**config.mk**
```make
export PLATFORM = sky130hd
export DESIGN_NAME = switch_debouncer_fsm
export DESIGN_NICKNAME = d
export VERILOG_FILES = /design/src/rtl/switch_debouncer_fsm_pkg.sv /design/src/rtl/switch_debouncer_fsm_sync_2ff.sv /design/src/rtl/switch_debouncer_fsm.sv
export SDC_FILE = /design/constraint.sdc
export NUM_CORES = 1
export LEC_CHECK = 0
export ABC_AREA = 1
export BUFFER_PORTS_ARGS = -buffer_cell sky130_fd_sc_hd__buf_2
export CORE_MARGIN = 2
export CORE_UTILIZATION = 55
export CTS_CLUSTER_DIAMETER = 100
export CTS_CLUSTER_SIZE = 25
export DETAILED_ROUTE_END_ITERATION = 12
export PLACE_DENSITY = 0.71
export SYNTH_ARGS = -nofsm -noshare
export SYNTH_HDL_FRONTEND = slang
export SYNTH_SLANG_ARGS = --single-unit
export TNS_END_PERCENT = 30
```
**constraint.sdc**
```tcl
create_clock -name clk -period 2.3 [get_ports clk]
set_input_delay 0.46 -clock clk [delete_from_list [all_inputs] [get_ports clk]]
set_output_delay 0.46 -clock clk [all_outputs]
set_load 0.03 [all_outputs]
```
**src/rtl/switch_debouncer_fsm_pkg.sv**
```systemverilog
// Shared definitions for the push-button conditioning blocks: debounce FSM
// state encodings, default 50 MHz timing constants and the input polarity helper.
package switch_debouncer_fsm_pkg;

   typedef enum logic [1:0] {
      REL    = 2'd0,
      WAIT_P = 2'd1,
      PRS    = 2'd2,
      WAIT_R = 2'd3
   } db_state_e;

   localparam int unsigned DB_10MS_50MHZ = 32'd500_000;
   localparam int unsigned LONG_1S_50MHZ = 32'd50_000_000;

   // Map a raw switch level onto "1 = pressed".
   function automatic logic sw_to_active(input logic sw_raw, input bit active_low);
      return active_low ? ~sw_raw : sw_raw;
   endfunction

endpackage

```
**src/rtl/switch_debouncer_fsm_sync_2ff.sv**
```systemverilog
// 1-bit two-flop synchronizer with asynchronous active-low reset to a
// configurable level.
module sync_2ff #(
   parameter logic RST_VAL = 1'b0
) (
   input  logic clk,
   input  logic rst_n,
   input  logic d,
   output logic q
);

   logic meta_q;
   logic sync_q;

   always_ff @(posedge clk or negedge rst_n) begin
      if (!rst_n) begin
         meta_q <= RST_VAL;
         sync_q <= RST_VAL;
      end else begin
         meta_q <= d;
         sync_q <= meta_q;
      end
   end

   assign q = sync_q;

endmodule

```
**src/rtl/switch_debouncer_fsm.sv**
```systemverilog
// Push-button conditioner: synchronizes a raw switch, debounces it with a
// 4-state FSM and emits a clean level plus rise/fall/long-press ticks.
module switch_debouncer_fsm
   import switch_debouncer_fsm_pkg::*;
#(
   parameter int unsigned DB_CYCLES     = DB_10MS_50MHZ,
   parameter int unsigned LONG_CYCLES   = LONG_1S_50MHZ,
   parameter bit          SW_ACTIVE_LOW = 1'b1
) (
   input  logic clk,
   input  logic rst_n,
   input  logic sw,
   output logic db,
   output logic rise_tick,
   output logic fall_tick,
   output logic long_tick
);

   localparam int unsigned DB_W   = $clog2(DB_CYCLES);
   localparam int unsigned LONG_W = $clog2(LONG_CYCLES);

   localparam logic [DB_W-1:0]   DB_LAST   = DB_W'(DB_CYCLES - 1);
   localparam logic [LONG_W-1:0] LONG_LAST = LONG_W'(LONG_CYCLES - 1);

   logic sw_act;
   logic s;

   db_state_e         state_q,     state_d;
   logic [DB_W-1:0]   db_cnt_q,    db_cnt_d;
   logic [LONG_W-1:0] hold_cnt_q,  hold_cnt_d;
   logic              long_done_q, long_done_d;
   logic              db_q,        db_d;
   logic              rise_q,      rise_d;
   logic              fall_q,      fall_d;
   logic              long_q,      long_d;

   assign sw_act = sw_to_active(sw, SW_ACTIVE_LOW);

   sync_2ff #(
      .RST_VAL (1'b0)
   ) u_sync (
      .clk   (clk),
      .rst_n (rst_n),
      .d     (sw_act),
      .q     (s)
   );

   always_ff @(posedge clk or negedge rst_n) begin
      if (!rst_n) begin
         state_q     <= REL;
         db_cnt_q    <= '0;
         hold_cnt_q  <= '0;
         long_done_q <= 1'b0;
         db_q        <= 1'b0;
         rise_q      <= 1'b0;
         fall_q      <= 1'b0;
         long_q      <= 1'b0;
      end else begin
         state_q     <= state_d;
         db_cnt_q    <= db_cnt_d;
         hold_cnt_q  <= hold_cnt_d;
         long_done_q <= long_done_d;
         db_q        <= db_d;
         rise_q      <= rise_d;
         fall_q      <= fall_d;
         long_q      <= long_d;
      end
   end

   // The sample that moves the FSM into a WAIT state counts as the first
   // stable cycle, so db_cnt reaching DB_LAST means DB_CYCLES consecutive
   // samples were seen and the candidate is accepted on that edge.
   always_comb begin
      state_d     = state_q;
      db_cnt_d    = db_cnt_q;
      hold_cnt_d  = hold_cnt_q;
      long_done_d = long_done_q;
      db_d        = db_q;
      rise_d      = 1'b0;
      fall_d      = 1'b0;
      long_d      = 1'b0;

      case (state_q)
         REL: begin
            db_d = 1'b0;
            if (s) begin
               state_d  = WAIT_P;
               db_cnt_d = '0;
            end
         end

         WAIT_P: begin
            if (db_cnt_q == DB_LAST) begin
               state_d     = PRS;
               db_d        = 1'b1;
               rise_d      = 1'b1;
               hold_cnt_d  = '0;
               long_done_d = 1'b0;
            end else if (!s) begin
               state_d = REL;
            end else begin
               db_cnt_d = db_cnt_q + DB_W'(1);
            end
         end

         PRS: begin
            db_d = 1'b1;
            // hold_cnt parks at LONG_LAST; long_done keeps the tick to once per press.
            if (hold_cnt_q != LONG_LAST) begin
               hold_cnt_d = hold_cnt_q + LONG_W'(1);
            end else if (!long_done_q) begin
               long_d      = 1'b1;
               long_done_d = 1'b1;
            end
            if (!s) begin
               state_d  = WAIT_R;
               db_cnt_d = '0;
            end
         end

         WAIT_R: begin
            db_d = 1'b1;
            if (db_cnt_q == DB_LAST) begin
               state_d = REL;
               db_d    = 1'b0;
               fall_d  = 1'b1;
            end else if (s) begin
               state_d = PRS;
            end else begin
               db_cnt_d = db_cnt_q + DB_W'(1);
            end
         end

         default: begin
            state_d = REL;
            db_d    = 1'b0;
         end
      endcase
   end

   assign db        = db_q;
   assign rise_tick = rise_q;
   assign fall_tick = fall_q;
   assign long_tick = long_q;

endmodule

```
* Word level (Yosys, flattened, before mapping)
Index checks and enable logic that the tools add are counted.
** Storage, ports and cells
- Register bits after elaboration :: 54
- Input bits :: 3
- Word-level logic and storage cells :: 64
** Cells by class
- Add/subtract/negate cells :: 2
- Eq/ne operators :: 16
- Multiplexer cells :: 29
- Bitwise gates (word level) :: 1
- Reduce and logical (&&, ||, !) cells :: 6
** Operators by type and width (number)
- $mux W19 :: 6
- $pmux W19 S4 :: 1
- $mux W26 :: 2
- $pmux W26 S2 :: 1
- $add A26 B1 Y26 const B :: 1
- $ne A26 B26 Y1 const B :: 1
- $add A19 B1 Y19 const B :: 1
- $eq A19 B19 Y1 const B :: 1
- $ne A2 B2 Y1 const B :: 7
- $mux W2 :: 6
- $mux W1 :: 10
- $pmux W2 S4 :: 1
- $reduce_and A3 Y1 :: 2
- $reduce_and A6 Y1 :: 1
- $eq A2 B2 Y1 const B :: 2
- $ne A2 B1 Y1 const B :: 2
- $pmux W1 S4 :: 1
- $reduce_and A4 Y1 :: 1
- $ne A3 B2 Y1 const B :: 1
- $ne A3 B3 Y1 const B :: 1
- $eq A2 B1 Y1 const B :: 1
- $logic_not A2 Y1 :: 1
- $pmux W1 S2 :: 1
- $reduce_bool A2 Y1 :: 1
- $not A1 Y1 :: 1

* Depth between registers and ports, before layout
Gate-level depths: netlist (run 1).
- Depth in word-level cells :: 4
- Mapped depth :: 11

* By module
From an unflattened synthesis (run 1), not the netlist that was laid out.
** Unflattened totals
- Cell total of the unflattened synthesis :: 534
- Area, all modules :: 3673.5 um^2
** By module, submodules not included
- switch_debouncer_fsm :: instances 1, cells an instance 532, area an instance 3623.5 um^2, seq. area each 1301.2 um^2
- sync_2ff :: instances 1, cells an instance 2, area an instance 50.0 um^2, seq. area each 50.0 um^2

* Worst setup path before layout (run 1)
No wires, ideal clock.
- Path type :: register -> register
- Start :: reg state_q[0]
- End :: reg db_cnt_q[14]
- Setup time :: 0.076 ns
- Arrival time :: 1.633 ns
- Slack :: 0.590 ns
- Stages on the path, launching flop included :: 10
- Buffers on the path :: 0
- Clock period less this slack :: 1.710 ns
- Cell sequence :: dfrtp_1 > inv_1 > ha_1 > inv_1 > nand2_1 > a22oi_2 > nand3_2 > inv_1 > nand2_1 > o21ai_1
** Between the ends
- Word-level cells in the longest chain between the ends :: 3
** RTL lines
- start, declared :: line switch_debouncer_fsm.sv:28 : db_state_e state_q, state_d;
- start signal, assigned :: line switch_debouncer_fsm.sv:59 : state_q <= state_d;
- $eq A2 B1 Y1 (tied with other cells) :: line switch_debouncer_fsm.sv:83 : case (state_q)
- $ne A2 B1 Y1 (no line) / $ne A2 B2 Y1 (equally long branches)
- $reduce_and A6 Y1 (no line)
- end signal, assigned :: line switch_debouncer_fsm.sv:60 : db_cnt_q <= db_cnt_d;
- end, declared :: line switch_debouncer_fsm.sv:29 : logic [DB_W-1:0] db_cnt_q, db_cnt_d;
Parallel ways exist; a longest one is shown, timed or not.
A chain may end at the register's enable or synchronous reset.

* Worst setup path after layout (run 1)
Ends and elaborated chain as after synthesis.

==> impl_results.md, run 1 <==
* Status: complete, no violations
* Drt pass-1 iters at 4
* GRT overflow at 0
* Fin area at 0.00375 mm^2
* Post-Route Setup TNS at 0 ps
* N_diodes at 0
* Final ANT Viol Nets at 0
* CTS Buf Count at 5
* Fin worst setup slack at 166 ps
* GRT Util Overall at 23.0%
* Largest fanout on the critical path at 8
* Utilization after layout at 59.8%
* Syn_area_per_cell at around 7.1 um^2
* Worst path max stage delay at ~460 ps
* Clock transition at the registers of the reported paths at 110 ps
* Crit Path Category: flip-flop to flip-flop
* Most Frequent Cell on Critical Path: inv_1
* Post-CTS resize count at 0
* CP bufs+invs at 3
* Fillers at around 580
* Final slew viol count at 0
* Seq/Total Area, Yosys at 38.5%
* R2R setup slack at between 150 and 200 ps
* Syn nets at about 510
* Gpl congestion at between 0.8 and 0.9
* Final Cycle Share at 92.8%
* Via count at 3113
* Max_slew headroom at 72.2%
* Cell Area, Synth at about 0.0035 mm^2
* Residual DRC at 0
* Starting Density at 55.9%
* Max VDD drop at just over 0.4 mV
* Die footprint at between 0.007 and 0.008 mm^2
* Synth Register Bits at 54
* Synth warnings at 0
* Synthesis-to-finish area growth at 6.84%
* Crit path time final at 2130 ps
* Placement Cell Area at 0.00364 mm^2
* Cts hold-fix bufs at 0
* Clk_lat worst skew at ~310 ps
* PwrDens at 549 mW/mm^2
* Post-CTS Setup Bufs at 0
* Endpoint class of the critical path: flip-flop
* DR iter-0 viols at 244
* CP max-delay cell: dfrtp_1
* Largest net degree at the start of global routing at 28
* Clock sink total at 54
* Post-DP HPWL at a little under 6000 um
* Max Fclk at 469 MHz
* DR WL/cell at 13.1 um
* Clock Skew at 11.8 ps
* CP Launch Type: flip-flop
* Reg-to-Reg Start: state_q[0]
* Global-route wire length before repair at 13300 um
* Root Buffer: clkbuf_8
* Critical path required time at approximately 2600 ps
* Fin nets at 520
* Final setup fails at 0
* Arrival @ worst endpoint at around 2400 ps
* Site Rows at 29
* Htree depth at 2
* R2R cell count at 9
* Leakage at 1.58 nW
* Initial antenna violation count at 0
* Clock buffer depth at 2
* Final WL at 7710 um
* Unrepaired setup endpoints after global routing: no
* Min-Delay Path Class: input port to async pin
* Vias in the first global route at 2859
* CP cell instances: inv_1, ha_1, inv_1, nand2_1, a22oi_2, nand3_2, inv_1, nand2_1, o21ai_1
* Die height at 83.9 um
* Core box area at 0.00628 mm^2
* Distinct cell type count after synthesis at 31
* Fraction of layout cells with a size suffix above 1 at a little under a tenth
* Reg-to-reg endpoint: db_cnt_q[14]
* Worst hold margin at 67.3 ps
* Vias/cell at 5.29
* CTS tree: built
* Slew @ Worst Pin at 416 ps
* I/O pin count at 7
* Die W at approximately 84 um
* Max Cap Viol at 0
* Pre-CTS setup slack at between 200 and 250 ps
* Cells after Synth at 498
* Port-buffer cells at 6
* Crit path max-delay family: buffers and inverters
* Hold Fails Final Rpt at 0
metal layers:
layer	GRT usage [%]	wire length [um]	vias up
met2	35.0	3320	51
met4	4.55	56	0
met3	3.56	257	6
met5	0	0	-
met1	34.9	4080	1442
li1	-	-	1614
worst max-delay path by stage:
stage                    start           end  depth (start not counted)  slack, ps
CTS                 state_q[0]  db_cnt_q[14]                          9        210
detailed placement  state_q[0]  db_cnt_q[14]                          9        220
finish              state_q[0]  db_cnt_q[14]                          9        170
global placement    state_q[0]  db_cnt_q[14]                          9        310
global route        state_q[0]  db_cnt_q[14]                          9         10
floorplan           state_q[0]  db_cnt_q[14]                          9        590
cells in the mapped netlist:
cell type	number	share of area, %
nand3_2	1	0.29
inv_4	1	0.18
a21oi_1	1	0.14
nand3b_1	1	0.21
o21ai_2	5	1.2
inv_2	2	0.21
o21ai_0	10	1.4
xnor2_1	4	1.0
o22ai_2	3	1.1
nor2_1	71	7.6
nand2_1	159	17
nand2_2	2	0.36
o21ai_1	21	3.0
o21ai_4	1	0.46
or2_2	2	0.36
nor3_1	15	2.1
buf_6	4	1.3
xor2_1	16	4.0
nor2_2	2	0.36
nand3_4	1	0.50
clkbuf_1	3	0.32
a22oi_2	1	0.36
nor2_4	3	0.96
dfrtp_1	54	38
nand3_1	48	6.8
buf_4	1	0.21
ha_1	7	2.5
o31ai_1	1	0.21
nand4_1	9	1.6
inv_1	48	5.1
nand4_4	1	0.61
where the power goes:
group	total (W)	internal (W)	switching, W
logic	0.000364	0.000109	0.000255
clock network	0.000662	0.000327	0.000335
registers	0.00103	0.000990	0.0000438
total	0.00206	0.00143	0.000634
sequential cells by signal, summed over array words and instances (netlist names):
register,count
long_done_q,1
u_sync.q,1
db,1
rise_tick,1
state_q,2
fall_tick,1
long_tick,1
u_sync.meta_q,1
hold_cnt_q,26
db_cnt_q,19
layout by cell type, fill, tap and decap left out, types with 3 or more instances in the layout:
master and n:
nor2_4 3, ha_1 7, nor3_1 15, xor2_1 16, nor2_1 71, o21ai_0 10, buf_2 6, nand3_1 48
xnor2_1 4, nand2_1 159, o22ai_2 3, o21ai_2 5, inv_1 48, clkbuf_8 5, nand4_1 9, buf_4 6
dfrtp_1 54, o21ai_1 21
final cells by class:
type                    instances  area, um^2  share of cell area, %
multi-input cells             385        1900                   50.7
flip-flops and latches         54        1350                   36.0
inverters                      51         194                   5.17
well taps                      77        96.3                   2.57
repair buffers                 13        95.1                   2.53
clock buffers                   5        68.8                   1.83
clock inverters                 3        43.8                   1.17
stage by stage:
| step | std cells | power (W) |
|---|---|---|
| after floorplan | 498 | 0.00129 |
| after global placement | 580 | 0.00140 |
| after detailed placement | 580 | 0.00141 |
| after CTS | 588 | 0.00207 |
| after global routing | 588 | 0.00216 |
| final | 588 | 0.00206 |
logic make-up after synthesis:
logic type,Yosys count,synth area share [%]
flip-flops,54,38.5
buffers and inverters,59,7.34
AND/OR/NAND/NOR,315,38.8
AO/OA/AOI/OAI,43,7.91
adder cells (fa/ha/maj),7,2.49
XOR/XNOR,20,4.99
Note: power is estimated with default switching activity, not from simulation.
==> run 2, diff against run 1 <==
PLACE_DENSITY = not set   (was 0.71)
PLACE_DENSITY_LB_ADDON = 0.3   (was not set)
==> impl_results.md, run 2 (synthesis gave the netlist of run 1 again) <==
* Final slew viol count at 0 (unchanged)
* Post-DP HPWL at 5690 um (-2.5%)
* I/O pin count at 7 (unchanged)
* NetSw at 0.000606 W (-4.4%)
* CP bufs+invs at 3 (unchanged)
* Via count at 3132 (+0.61%)
* Net Sw Frac at 29.8% (-0.94 points)
* Crit path max-delay family: buffers and inverters
* Status: complete, no violations
* Combinational power share at 17.6% (about the same)
* Root Buffer: clkbuf_8
* Crit path time final at 1990 ps (-142 ps)
* Max Fclk at 502 MHz (+7.1%)
* Top flop regs: hold_cnt_q x26, db_cnt_q x19, state_q x2
* Endpoint class of the critical path: flip-flop
* Unrepaired setup endpoints after global routing: no
* Cts hold-fix bufs at 0 (unchanged)
* Max_slew headroom at 64.4% (-7.8 points)
* Critical path required time at 2530 ps (-20 ps)
* Hold Fails Final Rpt at 0 (unchanged)
* Largest net degree at the start of global routing at 45 (+61%)
* GRT overflow at 0 (unchanged)
* Max VDD drop at 0.390 mV (-5.8%)
* Leakage at 1.56 nW (-0.81%)
* Commonest non-fill, non-tap cell in the layout: nand2_1
* Fraction of layout cells with a size suffix above 1 at 8.45% (-0.55 points)
* Drt pass-1 iters at 4 (unchanged)
* R2R cell count at 9 (unchanged)
* Post-Route Setup TNS at 0 ps (unchanged)
* Largest register by flop count: hold_cnt_q
* Fin nets at 518 (-0.38%)
* Final setup fails at 0 (unchanged)
* Most Frequent Cell on Critical Path: inv_1
* Port-buffer cells at 6 (unchanged)
* Final ANT Viol Nets at 0 (unchanged)
* Internal at 0.00143 W (about the same)
* Die height at 83.9 um (unchanged)
* Vias in the first global route at 2948 (+3.1%)
* Total Power at 0.00203 W (-1.4%)
* Clock sink total at 54 (unchanged)
* N_diodes at 0 (unchanged)
* Synthesis-to-finish area growth at 6.70%
* Clock network fraction of design power at 31.5% (-0.6 points)
* Clock transition at the registers of the reported paths at 100 ps (about the same)
* Worst path max stage delay at 440 ps (-20 ps)
* Max Cap Viol at 0 (unchanged)
* DR iter-0 viols at 232 (-4.9%)
* Die footprint at 0.00704 mm^2 (unchanged)
* DR WL/cell at 13.0 um (-1.0%)
* Slew @ Worst Pin at 534 ps (+117 ps)
* CP Launch Type: flip-flop
* CP max-delay cell: dfrtp_1
* Max FFs per register at 26 (unchanged)
* Reg-to-Reg Start: state_q[0]
* Site Rows at 29 (unchanged)
* Final WL at 7610 um (-1.3%)
* Reg-to-reg endpoint: db_cnt_q[14]
* Starting Density at 55.9% (unchanged)
* Gpl congestion at 0.917 (+4.3%)
* CTS tree: built
* Clk_lat worst skew at 310 ps (about the same)
* Arrival @ worst endpoint at 2230 ps (-150 ps)
* Clock Skew at 12.3 ps (+0.507 ps)
* Clock buffer depth at 2 (unchanged)
* Final Cycle Share at 86.6% (-6.2 points)
* PwrDens at 542 mW/mm^2 (-1.2%)
* Largest fanout on the critical path at 8 (unchanged)
* Global-route wire length before repair at 13300 um (about the same)
* CP cell instances: inv_1, ha_1, inv_1, nand2_1, a22oi_2, nand3_2, inv_1, nand2_1, o21ai_1
* Die W at 83.9 um (unchanged)
* Post-CTS Setup Bufs at 0 (unchanged)
* Initial antenna violation count at 0 (unchanged)
* Residual DRC at 0 (unchanged)
* Flop pwr share at 50.8% (+0.6 points)
* Core box area at 0.00628 mm^2 (unchanged)
* Post-CTS resize count at 0 (unchanged)
* CTS Buf Count at 5 (unchanged)
* Vias/cell at 5.34 (+0.95%)
* Min-Delay Path Class: input port to async pin
* Crit Path Category: flip-flop to flip-flop
* Htree depth at 2 (unchanged)
* Leading cell types in the layout, fill and taps excluded: nand2_1, nor2_1, dfrtp_1
* GRT Util Overall at 22.9% (-0.076 points)
* R2R setup slack at 310 ps (+140 ps)
## run 2: how the worst max path moves through the flow
stage | endpoint | from | slack [ps] | cells after the start
after floorplan | db_cnt_q[14] | state_q[0] | 590 | 9
after global placement | db_cnt_q[14] | state_q[0] | 490 | 9
after detailed placement | db_cnt_q[14] | state_q[0] | 330 | 9
after CTS | db_cnt_q[14] | state_q[0] | 310 | 9
after global routing | db_cnt_q[14] | state_q[0] | 120 | 9
final | db_cnt_q[14] | state_q[0] | 310 | 9
## run 2: per-stage QoR
stage          setup slack, ps  instance area, um^2  utilization [%]  std cells  hold WS, ps
2_1_floorplan              590                 3510                -        498          164
3_3_place_gp               488                 3640             57.9        578          347
3_5_place_dp               325                 3640             57.9        578          343
4_1_cts                    312                 3750             59.7        586          132
5_1_grt                    123                 3750             59.7        586          169
6_report                   307                 3750             59.7        586          112
## run 2: layer usage
layer	share of wire (%)	wire length (um)	vias to the layer above	GRT usage, %
li1	-	-	1609	-
met1	48	3680	1465	31.9
met2	47	3590	54	38.5
met3	3.7	280	4	3.26
met4	0.72	55	0	4.40
met5	0	0	-	0
## run 2: final cells by class
| cell class | instances | area (um^2) |
|---|---|---|
| tap | 77 | 96.3 |
| clock inverter | 2 | 37.5 |
| multi-input combinational | 385 | 1900 |
| timing repair buffer | 11 | 92.6 |
| clock buffer | 6 | 72.6 |
| inverter | 51 | 194 |
| fill | 592 | 2530 |
| sequential | 54 | 1350 |
## run 2: power by group through the flow
| stage | sequential, W | clock, W | combinational [W] |
|---|---|---|---|
| final | 0.00103 | 0.000641 | 0.000358 |
| after global routing | 0.00104 | 0.000697 | 0.000402 |
| after CTS | 0.00103 | 0.000664 | 0.000359 |
| after detailed placement | 0.00105 | 0 | 0.000354 |
| after global placement | 0.00105 | 0 | 0.000354 |
| after floorplan | 0.00106 | 0 | 0.000234 |
